## src/rtl/fp_pkg.sv

```systemverilog
// Shared definitions for the floating-point accumulator: word format
// {sign, exponent, fraction}, the controller state type and field helpers.
package fp_pkg;

  localparam int unsigned NB_MANT  = 8;
  localparam int unsigned NB_EXP   = 4;
  localparam int unsigned NB_TOTAL = 1 + NB_EXP + NB_MANT;
  localparam int unsigned BIAS     = 7;

  typedef logic [NB_TOTAL-1:0] word_t;
  typedef logic [NB_EXP-1:0]   exp_t;
  typedef logic [NB_MANT-1:0]  frac_t;
  // Mantissa with the hidden bit.
  typedef logic [NB_MANT:0]    mant_t;
  // Adder result: carry + hidden + fraction.
  typedef logic [NB_MANT+1:0]  sum_t;

  typedef enum logic [2:0] {
    StIdle,
    StAlign,
    StAdd,
    StNorm,
    StDone
  } state_e;

  function automatic logic get_sign(word_t w);
    return w[NB_TOTAL-1];
  endfunction

  function automatic exp_t get_exp(word_t w);
    return w[NB_TOTAL-2 -: NB_EXP];
  endfunction

  function automatic frac_t get_frac(word_t w);
    return w[NB_MANT-1:0];
  endfunction

  function automatic word_t pack_word(logic s, exp_t e, frac_t f);
    return {s, e, f};
  endfunction

endpackage

```

## src/rtl/fp_accumulator_if.sv

```systemverilog
// Handshake bundle between the multiplier-side producer (master) and the
// accumulator (slave).
interface fp_accumulator_if;
  import fp_pkg::*;

  logic  CLEAR;
  word_t IN_DATA;
  logic  IN_VALID;
  logic  IN_LAST;
  logic  IN_READY;
  word_t OUT_DATA;
  logic  OUT_VALID;
  logic  OUT_OVF;

  modport master (
    output CLEAR, IN_DATA, IN_VALID, IN_LAST,
    input  IN_READY, OUT_DATA, OUT_VALID, OUT_OVF
  );

  modport slave (
    input  CLEAR, IN_DATA, IN_VALID, IN_LAST,
    output IN_READY, OUT_DATA, OUT_VALID, OUT_OVF
  );

endinterface

```

## src/rtl/fp_align.sv

```systemverilog
// Combinational alignment: picks the larger-magnitude operand, and shifts the
// smaller mantissa right by the exponent difference. Zero words (E=0) act as
// mantissa 0 whatever their fraction holds.
module fp_align
  import fp_pkg::*;
(
  input  word_t a_i,
  input  word_t b_i,
  output logic  big_sign_o,
  output exp_t  big_exp_o,
  output mant_t big_mant_o,
  output mant_t small_mant_o,
  output logic  eff_sub_o
);

  logic                     a_zero, b_zero, a_big;
  logic [NB_EXP+NB_MANT-1:0] key_a, key_b;
  mant_t                    mant_a, mant_b, small_mant;
  exp_t                     small_exp, diff;

  // Magnitude compare on {E,M}, swap, then shift the smaller operand.
  always_comb begin
    a_zero = (get_exp(a_i) == '0);
    b_zero = (get_exp(b_i) == '0);
    key_a  = a_zero ? '0 : {get_exp(a_i), get_frac(a_i)};
    key_b  = b_zero ? '0 : {get_exp(b_i), get_frac(b_i)};
    mant_a = a_zero ? '0 : {1'b1, get_frac(a_i)};
    mant_b = b_zero ? '0 : {1'b1, get_frac(b_i)};
    a_big  = (key_a >= key_b);

    big_sign_o = a_big ? get_sign(a_i) : get_sign(b_i);
    big_exp_o  = a_big ? get_exp(a_i)  : get_exp(b_i);
    big_mant_o = a_big ? mant_a : mant_b;
    small_mant = a_big ? mant_b : mant_a;
    small_exp  = a_big ? get_exp(b_i) : get_exp(a_i);
    diff       = big_exp_o - small_exp;

    // Beyond NB_MANT+1 positions nothing of the smaller operand survives.
    if (int'(diff) > int'(NB_MANT) + 1) begin
      small_mant_o = '0;
    end else begin
      small_mant_o = small_mant >> diff;
    end

    eff_sub_o = get_sign(a_i) ^ get_sign(b_i);
  end

endmodule

```

## src/rtl/fp_accumulator.sv

```systemverilog
// Multi-cycle floating-point accumulator: sums a stream of {sign, E, M} words
// (bias 7, hidden 1, truncating) and emits the total on the last element.
// Optional macro FP_ACC_SATURATE_EN: exponent overflow saturates to max
// magnitude and raises OUT_OVF; otherwise the exponent wraps and OUT_OVF is 0.
module fp_accumulator
  import fp_pkg::*;
(
  input  logic             clk,
  input  logic             rst,
  fp_accumulator_if.slave  bus
);

`ifdef FP_ACC_SATURATE_EN
  localparam bit SatEn = 1'b1;
`else
  localparam bit SatEn = 1'b0;
`endif

  state_e state_q, state_d;
  word_t  acc_q, acc_d;
  word_t  op_q, op_d;
  logic   last_q, last_d;
  logic   sign_q, sign_d;
  exp_t   exp_q, exp_d;
  mant_t  big_q, big_d;
  mant_t  small_q, small_d;
  logic   sub_q, sub_d;
  sum_t   sum_q, sum_d;
  logic   ovf_q, ovf_d;
  word_t  out_data_q, out_data_d;

  logic   al_sign, al_sub;
  exp_t   al_exp;
  mant_t  al_big, al_small;
  word_t  res_word;
  logic   norm_done;

  fp_align u_align (
    .a_i          (op_q),
    .b_i          (acc_q),
    .big_sign_o   (al_sign),
    .big_exp_o    (al_exp),
    .big_mant_o   (al_big),
    .small_mant_o (al_small),
    .eff_sub_o    (al_sub)
  );

  // Result word seen by DONE; a zero sum always encodes as +0.
  always_comb begin
    res_word  = (sum_q == '0) ? '0 : pack_word(sign_q, exp_q, sum_q[NB_MANT-1:0]);
    norm_done = (sum_q == '0) || sum_q[NB_MANT+1] || sum_q[NB_MANT] ||
                (exp_q <= exp_t'(1));
  end

  // State register.
  always_ff @(posedge clk or posedge rst) begin
    if (rst) begin
      state_q <= StIdle;
    end else begin
      state_q <= state_d;
    end
  end

  // Next-state logic; CLEAR aborts from any state.
  always_comb begin
    state_d = state_q;
    if (bus.CLEAR) begin
      state_d = StIdle;
    end else begin
      unique case (state_q)
        StIdle:  if (bus.IN_VALID) state_d = StAlign;
        StAlign: state_d = StAdd;
        StAdd:   state_d = StNorm;
        StNorm:  if (norm_done) state_d = StDone;
        StDone:  state_d = StIdle;
        default: state_d = StIdle;
      endcase
    end
  end

  // Outputs decoded from state; the total is visible during the DONE pulse.
  always_comb begin
    bus.IN_READY  = (state_q == StIdle);
    bus.OUT_VALID = (state_q == StDone) && last_q && !bus.CLEAR;
    bus.OUT_DATA  = bus.OUT_VALID ? res_word : out_data_q;
    bus.OUT_OVF   = SatEn ? ovf_q : 1'b0;
  end

  // Datapath register bank.
  always_ff @(posedge clk or posedge rst) begin
    if (rst) begin
      acc_q      <= '0;
      op_q       <= '0;
      last_q     <= 1'b0;
      sign_q     <= 1'b0;
      exp_q      <= '0;
      big_q      <= '0;
      small_q    <= '0;
      sub_q      <= 1'b0;
      sum_q      <= '0;
      ovf_q      <= 1'b0;
      out_data_q <= '0;
    end else begin
      acc_q      <= acc_d;
      op_q       <= op_d;
      last_q     <= last_d;
      sign_q     <= sign_d;
      exp_q      <= exp_d;
      big_q      <= big_d;
      small_q    <= small_d;
      sub_q      <= sub_d;
      sum_q      <= sum_d;
      ovf_q      <= ovf_d;
      out_data_q <= out_data_d;
    end
  end

  // Datapath next-state: latch, align, add, normalize one step per cycle, commit.
  always_comb begin
    acc_d      = acc_q;
    op_d       = op_q;
    last_d     = last_q;
    sign_d     = sign_q;
    exp_d      = exp_q;
    big_d      = big_q;
    small_d    = small_q;
    sub_d      = sub_q;
    sum_d      = sum_q;
    ovf_d      = ovf_q;
    out_data_d = out_data_q;

    if (bus.CLEAR) begin
      acc_d = '0;
      ovf_d = 1'b0;
    end else begin
      unique case (state_q)
        StIdle: begin
          if (bus.IN_VALID) begin
            op_d   = bus.IN_DATA;
            last_d = bus.IN_LAST;
          end
        end
        StAlign: begin
          sign_d  = al_sign;
          exp_d   = al_exp;
          big_d   = al_big;
          small_d = al_small;
          sub_d   = al_sub;
        end
        StAdd: begin
          // Alignment guarantees big >= small, so subtraction never borrows.
          if (sub_q) begin
            sum_d = {1'b0, big_q} - {1'b0, small_q};
          end else begin
            sum_d = {1'b0, big_q} + {1'b0, small_q};
          end
        end
        StNorm: begin
          if (sum_q == '0) begin
            sign_d = 1'b0;
            exp_d  = '0;
          end else if (sum_q[NB_MANT+1]) begin
            if (SatEn && (exp_q == '1)) begin
              sum_d = {1'b0, {(NB_MANT+1){1'b1}}};
              ovf_d = 1'b1;
            end else begin
              // Without saturation the exponent wraps modulo 2^NB_EXP.
              sum_d = sum_q >> 1;
              exp_d = exp_q + exp_t'(1);
            end
          end else if (!sum_q[NB_MANT]) begin
            if (exp_q <= exp_t'(1)) begin
              // Underflow below the smallest normal: flush to +0.
              sum_d  = '0;
              sign_d = 1'b0;
              exp_d  = '0;
            end else begin
              sum_d = sum_q << 1;
              exp_d = exp_q - exp_t'(1);
            end
          end
        end
        StDone: begin
          if (last_q) begin
            acc_d      = '0;
            ovf_d      = 1'b0;
            out_data_d = res_word;
          end else begin
            acc_d = res_word;
          end
        end
        default: ;
      endcase
    end
  end

endmodule
```

## src/flat_wrapper.sv

```systemverilog
// flat-port wrapper written by rule: the top's interface ports become plain ports
module fp_accumulator_flat import fp_pkg::*;
  (clk, rst, bus_CLEAR, bus_IN_DATA, bus_IN_VALID, bus_IN_LAST, bus_IN_READY, bus_OUT_DATA, bus_OUT_VALID, bus_OUT_OVF);
  fp_accumulator_if bus_i ();
  input  logic clk;
  input  logic rst;
  input wire logic [$bits(bus_i.CLEAR)-1:0] bus_CLEAR;
  input wire logic [$bits(bus_i.IN_DATA)-1:0] bus_IN_DATA;
  input wire logic [$bits(bus_i.IN_VALID)-1:0] bus_IN_VALID;
  input wire logic [$bits(bus_i.IN_LAST)-1:0] bus_IN_LAST;
  output wire logic [$bits(bus_i.IN_READY)-1:0] bus_IN_READY;
  output wire logic [$bits(bus_i.OUT_DATA)-1:0] bus_OUT_DATA;
  output wire logic [$bits(bus_i.OUT_VALID)-1:0] bus_OUT_VALID;
  output wire logic [$bits(bus_i.OUT_OVF)-1:0] bus_OUT_OVF;
  assign bus_i.CLEAR = bus_CLEAR;
  assign bus_i.IN_DATA = bus_IN_DATA;
  assign bus_i.IN_VALID = bus_IN_VALID;
  assign bus_i.IN_LAST = bus_IN_LAST;
  assign bus_IN_READY = bus_i.IN_READY;
  assign bus_OUT_DATA = bus_i.OUT_DATA;
  assign bus_OUT_VALID = bus_i.OUT_VALID;
  assign bus_OUT_OVF = bus_i.OUT_OVF;
  fp_accumulator u_core (.clk(clk), .rst(rst), .bus(bus_i));
endmodule
```

## config.mk

```make
export PLATFORM = sky130hd
export DESIGN_NAME = fp_accumulator_flat
export DESIGN_NICKNAME = d
export VERILOG_FILES = /design/src/rtl/fp_pkg.sv /design/src/rtl/fp_accumulator_if.sv /design/src/rtl/fp_align.sv /design/src/rtl/fp_accumulator.sv /design/src/flat_wrapper.sv
export SDC_FILE = /design/constraint.sdc
export NUM_CORES = 1
export LEC_CHECK = 0
export CORE_MARGIN = 2
export CORE_UTILIZATION = 40
export CTS_CLUSTER_DIAMETER = 120
export DETAILED_ROUTE_END_ITERATION = 10
export GPL_ROUTABILITY_DRIVEN = 0
export PLACE_DENSITY = 0.67
export SYNTH_ARGS = -nofsm -noshare
export SYNTH_HDL_FRONTEND = slang
export SYNTH_HIERARCHICAL = 1
export SYNTH_SLANG_ARGS = --single-unit
```

## constraint.sdc

```tcl
create_clock -name clk -period 4.3 [get_ports clk]
set_input_delay 0.86 -clock clk [delete_from_list [all_inputs] [get_ports clk]]
set_output_delay 0.86 -clock clk [all_outputs]
set_load 0.02 [all_outputs]
```

---- Word-level counts from Yosys, hierarchy flattened ----
Index checks and enable logic that the tools add are counted.
word-level totals
  bits in registers ....................... 77
  input port bits ......................... 18
  output and inout bits ................... 16
  word-level logic and storage cells ...... 91
cells by class
  add/subtract/negate cells ............... 5
  order comparisons ....................... 3
  equal/unequal tests ..................... 12
  shift-type cells ........................ 1
  muxes and demuxes ....................... 35
  bitwise gates (word level) .............. 2
  reductions and logical operators ........ 21
operator list
  operator                                               number
  two-way mux 13 bit                                     5
  two-way mux 9 bit                                      6
  two-way mux 10 bit                                     4
  two-way mux 12 bit                                     2
  two-way mux 4 bit                                      6
  one-hot mux 10 bit (2 select lines)                    1
  greater-or-equal comparator 12 bit                     1
  one-hot mux 3 bit (4 select lines)                     1
  AND reduction 3 bit                                    4
  adder 9 x 9 -> 10 bit                                  1
  zero test 10 bit                                       1
  subtractor 9 x 9 -> 10 bit                             1
  two-way mux 3 bit                                      3
  inequality test 3 bit, second input constant           3
  >> shifter 9 x 4 -> 9 bit                              1
  zero test 4 bit                                        2
  one-hot mux 4 bit (2 select lines)                     1
  equality test 3 x 2 -> 1 bit, second input constant    2
  inequality test 3 x 2 -> 1 bit, second input constant  2
  nonzero test 2 bit                                     3
  two-way mux 1 bit                                      5
  AND reduction 5 bit                                    1
  adder 4 x 1 -> 4 bit, second input constant            1
  greater-than comparator 4 bit, second input constant   1
  17 further kinds                                       21

---- Depth between registers and ports, before layout ----
Gate-level depths: netlist of the first run.
  depth after elaboration ................. 7
  depth in mapped cells ................... 22
  depth with buffers taken out ............ 16

---- Modules after synthesis ----
Netlist of the first run, hierarchy kept.
by module, submodules not included
  module          times used  cells each  area each (um^2)  seq. area each (um^2)
  fp_accumulator  1           380         3,881.2           1,926.8
  fp_align        1           197         1,251.2           0.0

---- Worst setup path after synthesis of the first run ----
OpenSTA, ideal clock, no wires.
  kind .................................... reg2reg
  start ................................... register u_core.acc_q[8]
  end ..................................... register u_core.small_q[4]
  library setup time ...................... 125 ps
  arrival ................................. 4,174 ps
  data required time ...................... 4,175 ps
  slack ................................... 1 ps
  cell stages (with the launch flop) ...... 21
  path buffers ............................ 5
  period minus slack after synthesis ...... 4,299 ps
  cell sequence ........................... dfrtp_1 > or4_4 > buf_6 > clkbuf_1 > nand2_1 > inv_1 > ha_1 > nor3b_1 > nor2_1 > o311ai_0 > o211ai_2 > buf_6 > buf_2 > mux2i_1 > ha_1 > clkbuf_1 > inv_1 > mux2i_1 > mux2i_1 > nor2_1 > mux2_2
between the ends
  cells in the longest elaborated chain, start to end .. 7
  elaborated cells on any way between the ends .. 11
  those cells by class .................... add/sub (1); order compare (2); shift (1); mux (6); reduce/logical (1)
RTL lines
  item                                                                        line                            source
  start, declared                                                             fp_accumulator.sv:20            word_t acc_q, acc_d;
  start signal, assigned                                                      fp_accumulator.sv:92            acc_q <= '0;
  start signal, assigned                                                      fp_accumulator.sv:104           acc_q <= acc_d;
  zero test 4 bit                                                             fp_align.sv:24                  b_zero = (get_exp(b_i) == '0);
  two-way mux 12 bit                                                          fp_align.sv:26                  key_b = b_zero ? '0 : {get_exp(b_i), get_frac(b_i)};
  greater-or-equal comparator 12 bit                                          fp_align.sv:29                  a_big = (key_a >= key_b);
  two-way mux 4 bit, on equally long branches                                 fp_align.sv:32, fp_align.sv:35
  subtractor 4 bit                                                            fp_align.sv:36                  diff = big_exp_o - small_exp;
  >> shifter 9 x 4 -> 9 bit or greater-than comparator 4 bit (tied branches)  fp_align.sv:42, fp_align.sv:39
  two-way mux 9 bit (*)                                                       fp_align.sv:39                  if (int'(diff) > int'(NB_MANT) + 1) begin
  net u_core.al_small[4]                                                      fp_accumulator.sv:34            mant_t al_big, al_small;
  end signal, assigned                                                        fp_accumulator.sv:110           small_q <= small_d;
  end, declared                                                               fp_accumulator.sv:26            mant_t small_q, small_d;
Mark *: on every way through the listed nets, which the timed path passes. The rest lies on a longest branch.
A chain may end at the register's enable or synchronous reset.

---- Final worst setup path of the first run ----
  start ................................... register u_core.op_q[8]
  end ..................................... register u_core.small_q[4]
between the ends
  cells in the longest elaborated chain, start to end .. 7
  elaborated cells on any way between the ends .. 11
  those cells by class .................... add/sub (1); order compare (2); shift (1); mux (6); reduce/logical (1)
RTL lines
  item                                                                        line                            source
  start, declared                                                             fp_accumulator.sv:21            word_t op_q, op_d;
  start signal, assigned                                                      fp_accumulator.sv:105           op_q <= op_d;
  zero test 4 bit                                                             fp_align.sv:23                  a_zero = (get_exp(a_i) == '0);
  two-way mux 12 bit                                                          fp_align.sv:25                  key_a = a_zero ? '0 : {get_exp(a_i), get_frac(a_i)};
  greater-or-equal comparator 12 bit                                          fp_align.sv:29
  two-way mux 4 bit, on equally long branches                                 fp_align.sv:32, fp_align.sv:35
  subtractor 4 bit                                                            fp_align.sv:36
  >> shifter 9 x 4 -> 9 bit or greater-than comparator 4 bit (tied branches)  fp_align.sv:42, fp_align.sv:39
  two-way mux 9 bit (*)                                                       fp_align.sv:39
  net u_core.al_small[4]                                                      fp_accumulator.sv:34
Marked as above.

==> metrics, run 1 <==
status completed; minimum clock period after layout 4030 ps; YS warnings 6; clk slew on worst S/H paths 60 ps; cell type with the highest aggregate area in the netlist sky130_fd_sc_hd__dfrtp_1; DRC 0; share of cells above drive strength 1 0.120; total wirelength of the detailed-routed design 12,400 microns; Crit. Startpoint u_core/op_q[8]$_DFFE_PP0P_; CTS tree yes; average wire per cell in the routed design 16.1 microns; CTS root buf sky130_fd_sc_hd__clkbuf_16; sum of overflow across all layers after global routing 0; reg2reg start u_core/op_q[8]$_DFFE_PP0P_; maximum vdd ir drop 367 uV; endpoint arrival time on the critical path 4260 ps; count of cells resized by post-cts repair 0; Setup crit end kind flip-flop; cell area after technology mapping 5130 sq um; worst-case register-to-register setup slack 270 ps; vias 4,229; count of flip-flops with a built-in enable after synthesis 0; Post-CTS Hold Buffers 0; sequential area share after synthesis 0.375; post-route antenna net violation count 0; final setup slack of the worst path 268 ps; Worst Setup Start Kind flip-flop; worst min path class flip-flop to flip-flop; starting density of the core 0.408; deepest level of the CTS H-tree 3; post-CTS setup repair buffer count 0; final worst-path cycle share 0.938; Fin Setup TNS 0 ps; clock insertion delay at the later pin of the skew report 340 ps; post-synthesis average cell area 8.90 sq um; max-slew violation total from the final report 0; area growth from synthesis to layout 14.8%; clock sink count 77; Detail Placement HPWL 9300 microns; area taken by flip-flops and latches 1930 sq um; final setup vio count 0; largest net degree at the start of global routing 33; Hold Violations, Final 0; number of buffers added by the clock tree synthesis step 9; max-cap violation count 0; first-pass GRT wire length 21,100 microns; Max transition margin 0.359; Layout Nets 639; Post-Route Skew 4.38 ps; power density over the cells 734 nW/um^2; DP Worst Slack 139 ps; startpoint of the lowest-slack hold path u_core/out_data_q[1]$_DFFE_PP0P_; overall die height 117 microns; core area 12,600 sq um; Synth top cells by count 84 x sky130_fd_sc_hd__nand2_1, 77 x sky130_fd_sc_hd__dfrtp_1, 59 x sky130_fd_sc_hd__o21ai_0; fmax 248 MHz; async set-reset flop share out of synthesis 1.00; antenna diode count 0; most common cell in the netlist sky130_fd_sc_hd__nand2_1; die footprint 13,800 sq um; std cell rows 41; number of iterations in the first detailed-routing pass 5; initial antenna violation count 0; post-synthesis sequential element count 77; number of global-route vias before repair 4,159; syn_nets 621; leakage power figure 0.00259 uW; Post-Syn Instances 577; Distinct cells, synth 62; largest buffer count on any clock path 2; slew at the pin closest to its max-slew limit 962 ps; total routing resource utilization after global routing 0.197; highest fanout seen on the critical path 15; number of vias per cell 5.48; setup repair after global routing missed its margin no; area taken by multi-input logic gates 2930 sq um; leading register cell type out of synthesis sky130_fd_sc_hd__dfrtp_1; Crit Path Class flip-flop to flip-flop; # port buffers 32; number of DRC markers after the initial detailed-route iteration 390; Die Span X 117 microns; data required time of the critical path 4530 ps; number of placed I/O pins 34; Fillers 1,184; post-synth top area share 0.375; top area cells in the synthesized netlist sky130_fd_sc_hd__dfrtp_1 38%, sky130_fd_sc_hd__mux2_2 6.4%, sky130_fd_sc_hd__nand2_1 6.1%
state kept, by name (all words and copies together) (netlist names):
name / cells
u_core/exp_q: 4
u_core/last_q: 1
u_core/out_data_q: 13
u_core/acc_q: 13
u_core/big_q: 9
u_core/state_q: 3
u_core/sign_q: 1
u_core/small_q: 9
u_core/op_q: 13
u_core/sub_q: 1
u_core/sum_q: 10
power breakdown:
part | leakage [uW] | switching [uW] | internal, uW
logic | 0.00145 | 1320 | 1010
registers | 0.000996 | 277 | 924
clock network | 0.000151 | 323 | 470
layout make-up:
class | instances | share of cell area
Clock buffer | 10 | 0.0406
Tap cell | 172 | 0.0365
Clock inverter | 6 | 0.0121
Inverter | 31 | 0.0197
Multi-Input combinational cell | 434 | 0.497
Sequential cell | 77 | 0.327
Timing Repair Buffer | 42 | 0.0671
placed cells by master, fill, tap and decap left out, types with 5 or more instances in the layout:
master,n
sky130_fd_sc_hd__a21oi_1,26
sky130_fd_sc_hd__a21o_1,6
sky130_fd_sc_hd__inv_1,29
sky130_fd_sc_hd__ha_1,25
sky130_fd_sc_hd__nor3_1,11
sky130_fd_sc_hd__o21ai_0,59
sky130_fd_sc_hd__a22o_1,13
sky130_fd_sc_hd__a31oi_1,9
sky130_fd_sc_hd__o31ai_1,9
sky130_fd_sc_hd__nor2b_1,9
sky130_fd_sc_hd__nand2_1,84
sky130_fd_sc_hd__mux2i_1,16
sky130_fd_sc_hd__dfrtp_1,77
sky130_fd_sc_hd__a221oi_1,5
sky130_fd_sc_hd__nor2_1,38
sky130_fd_sc_hd__a211oi_1,7
sky130_fd_sc_hd__nand3_1,12
sky130_fd_sc_hd__clkdlybuf4s50_1,32
sky130_fd_sc_hd__mux2_2,29
sky130_fd_sc_hd__xnor2_1,15
sky130_fd_sc_hd__buf_4,10
sky130_fd_sc_hd__clkbuf_16,9
worst max-delay path: stages, from the launching register on:
cell and delay (ps):
sky130_fd_sc_hd__dfrtp_1 450, sky130_fd_sc_hd__or4_4 650, sky130_fd_sc_hd__and2_1 250, sky130_fd_sc_hd__ha_1 320, sky130_fd_sc_hd__a21oi_1 240, sky130_fd_sc_hd__a22oi_2 80, sky130_fd_sc_hd__o31ai_1 310, sky130_fd_sc_hd__o211ai_2 150
sky130_fd_sc_hd__mux2i_1 140, sky130_fd_sc_hd__ha_1 210, sky130_fd_sc_hd__and2_1 150, sky130_fd_sc_hd__a211oi_2 190, sky130_fd_sc_hd__buf_4 230, sky130_fd_sc_hd__mux2i_1 210, sky130_fd_sc_hd__nor2_1 60, sky130_fd_sc_hd__mux2_2 270
per-stage QoR:
| step | total power (uW) | area [sq um] | utilization | instances | hold slack, ps |
|---|---|---|---|---|---|
| 6_report | 4320 | 5890 | 0.469 | 772 | 467 |
| 5_1_grt | 4670 | 5890 | 0.469 | 772 | 492 |
| 4_1_cts | 4320 | 5890 | 0.469 | 772 | 472 |
| 3_5_place_dp | 3500 | 5580 | 0.444 | 756 | 457 |
| 3_3_place_gp | 3420 | 5580 | 0.444 | 756 | 450 |
| 2_1_floorplan | 2950 | 5130 | - | 577 | 439 |
final timing paths:
check / endpoint / depth (start not counted)
worst max-delay path: u_core/small_q[4]$_DFFE_PP0P_ / 15
worst min-delay path: u_core/out_data_q[1]$_DFFE_PP0P_ / 2
worst max register to register: u_core/small_q[4]$_DFFE_PP0P_ / 15
worst min register to register: u_core/out_data_q[1]$_DFFE_PP0P_ / 2
max in group asynchronous: u_core/small_q[1]$_DFFE_PP0P_ / 3
min in group asynchronous: u_core/out_data_q[9]$_DFFE_PP0P_ / 2
cell families (layout without fill, tap and decap cells):
logic type,Yosys count,in the layout,share of synthesized area
multiplexers,46,46,0.0978
XOR/XNOR,20,20,0.0378
buffers and inverters,66,89,0.0546
flip-flops,77,77,0.375
AND/OR/NAND/NOR,182,182,0.167
AO/OA/AOI/OAI,159,159,0.202
other,1,1,0.000731
adder cells (fa/ha/maj),26,26,0.0648
per-layer routing:
layer,vias to the layer above,GRT usage,part of all wire
li1,2092,-,-
met1,2023,0.271,0.48
met2,99,0.324,0.46
met3,15,0.0371,0.043
met4,0,0.0431,0.0098
met5,-,0,0
Power figures use the tool's default switching activity.
==> run 2, diff against run 1 <==
--- a/config.mk
+++ b/config.mk
@@ -5,12 +5,14 @@
 export SDC_FILE = /design/constraint.sdc
 export NUM_CORES = 1
 export LEC_CHECK = 0
+export CELL_PAD_IN_SITES_DETAIL_PLACEMENT = 2
+export CELL_PAD_IN_SITES_GLOBAL_PLACEMENT = 2
 export CORE_MARGIN = 2
-export CORE_UTILIZATION = 40
+export CORE_UTILIZATION = 34
 export CTS_CLUSTER_DIAMETER = 120
 export DETAILED_ROUTE_END_ITERATION = 10
 export GPL_ROUTABILITY_DRIVEN = 0
-export PLACE_DENSITY = 0.67
+export PLACE_DENSITY = 0.84
 export SYNTH_ARGS = -nofsm -noshare
 export SYNTH_HDL_FRONTEND = slang
 export SYNTH_HIERARCHICAL = 1
==> run 2 against run 1 <==
Against the previous run:
- die area grew 17%
- clock skew grew 9.0 ps
- global-route usage grew 1.9 points
- combinational power grew 7%
- hold slack gained 7.9 ps
- critical path type unchanged
==> metrics, run 2 (synthesis results as in run 1) <==
Clk pwr share 0.177 (was 0.183); Fin Setup TNS 0 ps (unchanged); CTS root buf sky130_fd_sc_hd__clkbuf_16 (unchanged); deepest level of the CTS H-tree 3 (unchanged); placed instance count 769 (was 756); number of vias per cell 5.68 (was 5.48); # port buffers 32 (unchanged); average wire per cell in the routed design 20.9 microns (was 16.1 microns); Reg-to-Reg End u_core/small_q[4]$_DFFE_PP0P_ (unchanged); CP delay by family, top simple AND/OR/NAND/NOR gates (unchanged); net switching share of the total power 0.465 (was 0.444); maximum vdd ir drop 280 uV (was 367 uV); initial antenna violation count 0 (unchanged); final non-filler cell area 5920 sq um (was 5890 sq um); most common cell after layout, fill and taps aside sky130_fd_sc_hd__nand2_1 (unchanged); core area 14,600 sq um (was 12,600 sq um); antenna diode count 0 (unchanged); power density over the cells 761 nW/um^2 (was 734 nW/um^2); largest registers u_core/acc_q (13), u_core/op_q (13), u_core/out_data_q (13) (unchanged); worst reg-to-reg path cell count 15 (unchanged); Layout Cells excl Fill 785 (was 772); number of DRC markers after the initial detailed-route iteration 267 (was 390); sum of overflow across all layers after global routing 0 (unchanged); starting density of the core 0.350 (was 0.408); leakage power figure 0.00259 uW (about the same); cells traversed along the worst timing path or4_4 -> and2_1 -> ha_1 -> a21oi_1 -> a22oi_2 -> o31ai_1 -> o211ai_2 -> mux2i_1 -> ha_2 -> and2_1 -> a211oi_2 -> buf_4 -> mux2i_1 -> nor2_1 -> mux2_2 (was or4_4 -> and2_1 -> ha_1 -> a21oi_1 -> a22oi_2 -> o31ai_1 -> o211ai_2 -> mux2i_1 -> ha_1 -> and2_1 -> a211oi_2 -> buf_4 -> mux2i_1 -> nor2_1 -> mux2_2); largest buffer count on any clock path 2 (unchanged); total wirelength of the detailed-routed design 16,400 microns (was 12,400 microns); Max transition margin 0.246 (was 0.359); combinational group share of total power 0.555 (was 0.539); Post-CTS Hold Buffers 0 (unchanged); DRC 0 (unchanged); number of global-route vias before repair 4,990 (was 4,159); Crit Path Class flip-flop to flip-flop (unchanged); max-cap violation count 0 (unchanged); slew at the pin closest to its max-slew limit 1130 ps (was 962 ps); max-slew violation total from the final report 0 (unchanged); largest net degree at the start of global routing 52 (was 33); internal power summed over all cells 2410 uW (was 2400 uW); setup repair after global routing missed its margin no (unchanged); WP buf/inv 1 (unchanged); placed instance area 5610 sq um (was 5580 sq um); highest fanout seen on the critical path 15 (unchanged); first-pass GRT wire length 27,500 microns (was 21,100 microns); top library cells by usage in the layout, fill and taps aside 84 x sky130_fd_sc_hd__nand2_1, 77 x sky130_fd_sc_hd__dfrtp_1, 59 x sky130_fd_sc_hd__o21ai_0 (unchanged); CTS tree yes (unchanged); std cell rows 44 (was 41); number of buffers added by the clock tree synthesis step 9 (unchanged); Die Span X 127 microns (was 117 microns); overall die height 127 microns (was 117 microns); share of the core filled with cells 0.404 (was 0.469); worst-case register-to-register setup slack 260 ps (was 270 ps); die footprint 16,100 sq um (was 13,800 sq um); Setup crit end kind flip-flop (unchanged); status completed (unchanged); Hold Violations, Final 0 (unchanged); Post-Route Skew 13.4 ps (was 4.38 ps); Layout Nets 640 (was 639); clock insertion delay at the later pin of the skew report 360 ps (was 340 ps); endpoint arrival time on the critical path 4270 ps (was 4260 ps); NetSw 2100 uW (was 1920 uW); clk slew on worst S/H paths 60 ps (about the same); startpoint of the lowest-slack hold path u_core/out_data_q[11]$_DFFE_PP0P_ (was u_core/out_data_q[1]$_DFFE_PP0P_); reg2reg start u_core/op_q[9]$_DFFE_PP0P_ (was u_core/op_q[8]$_DFFE_PP0P_); fraction of power consumed by sequential logic 0.268 (was 0.278); data required time of the critical path 4530 ps (about the same); post-route antenna net violation count 0 (unchanged); number of placed I/O pins 34 (unchanged); CP max-delay cell sky130_fd_sc_hd__or4_4 (unchanged); Worst Setup Start Kind flip-flop (unchanged); final setup vio count 0 (unchanged); minimum clock period after layout 4040 ps (was 4030 ps); number of iterations in the first detailed-routing pass 4 (was 5); hold-critical path depth 2 (unchanged); final worst-path cycle share 0.940 (was 0.938); fmax 247 MHz (was 248 MHz); worst min path class flip-flop to flip-flop (unchanged); vias 4,458 (was 4,229); slowest stage delay, CP 630 ps (was 650 ps); share of cells above drive strength 1 0.121 (was 0.120); area growth from synthesis to layout 15.3% (was 14.8%); WHS Endpoint u_core/out_data_q[11]$_DFFE_PP0P_ (was u_core/out_data_q[1]$_DFFE_PP0P_); total routing resource utilization after global routing 0.216 (was 0.197); Detail Placement HPWL 11,900 microns (was 9300 microns); clock sink count 77 (unchanged)
## run 2: worst register-to-register path: stages, from the launching register on
cell and delay (ps):
sky130_fd_sc_hd__dfrtp_1 380, sky130_fd_sc_hd__or4_4 630, sky130_fd_sc_hd__and2_1 260, sky130_fd_sc_hd__ha_1 360, sky130_fd_sc_hd__a21oi_1 240, sky130_fd_sc_hd__a22oi_2 90, sky130_fd_sc_hd__o31ai_1 310, sky130_fd_sc_hd__o211ai_2 200
sky130_fd_sc_hd__mux2i_1 160, sky130_fd_sc_hd__ha_2 190, sky130_fd_sc_hd__and2_1 150, sky130_fd_sc_hd__a211oi_2 190, sky130_fd_sc_hd__buf_4 240, sky130_fd_sc_hd__mux2i_1 210, sky130_fd_sc_hd__nor2_1 50, sky130_fd_sc_hd__mux2_2 280
## run 2: worst max path at each step
stage / end / slack (ps) / startpoint / cells past startpoint
floorplan: u_core/small_q[4]$_DFFE_PP0P_ / 0.9 / u_core/acc_q[8]$_DFFE_PP0P_ / 20
global placement: u_core/small_q[4]$_DFFE_PP0P_ / 310 / u_core/op_q[9]$_DFFE_PP0P_ / 15
detailed placement: u_core/small_q[0]$_DFFE_PP0P_ / 60 / u_core/op_q[9]$_DFFE_PP0P_ / 15
CTS: u_core/small_q[0]$_DFFE_PP0P_ / 130 / u_core/acc_q[8]$_DFFE_PP0P_ / 16
global route: u_core/small_q[3]$_DFFE_PP0P_ / 10 / u_core/acc_q[8]$_DFFE_PP0P_ / 16
finish: u_core/small_q[4]$_DFFE_PP0P_ / 260 / u_core/op_q[9]$_DFFE_PP0P_ / 15
## run 2: timing repair
item,CTS,global route
endpoints found under the setup margin,2,9
pin swaps,0,0
resized for setup,1,2
setup buffers,0,0
## run 2: layout make-up
cell class / count / area, sq um
Multi-Input combinational cell: 434 / 2930
Inverter: 31 / 116
Fill cell: 1586 / 8720
Tap cell: 184 / 230
Timing Repair Buffer: 43 / 415
Clock buffer: 10 / 229
Sequential cell: 77 / 1930
Clock inverter: 6 / 70.1
## run 2: routing by layer
layer  wire, microns  up-vias  global-route usage  part of all wire
met5               0        -                   0                 0
met4             404        0              0.0769             0.025
met3             408       26              0.0363             0.025
met2            8090       65               0.372              0.49
met1            7520     2283               0.275              0.46
li1                -     2084                   -                 -
## run 2: power by group through the flow
| stage | logic (uW) | clock network [uW] | registers [uW] |
|---|---|---|---|
| floorplan | 1880 | 0 | 1070 |
| global placement | 2300 | 0 | 1200 |
| detailed placement | 2460 | 0 | 1210 |
| CTS | 2510 | 814 | 1200 |
| global route | 2770 | 846 | 1240 |
| finish | 2500 | 797 | 1210 |
## run 2: through the flow
stage | hold WS, ps | power (uW) | setup WS, ps
2_1_floorplan | 439 | 2950 | 0.889
4_1_cts | 483 | 4530 | 127
5_1_grt | 507 | 4850 | 11.7
3_5_place_dp | 468 | 3670 | 58.7
6_report | 475 | 4510 | 257
3_3_place_gp | 451 | 3500 | 313
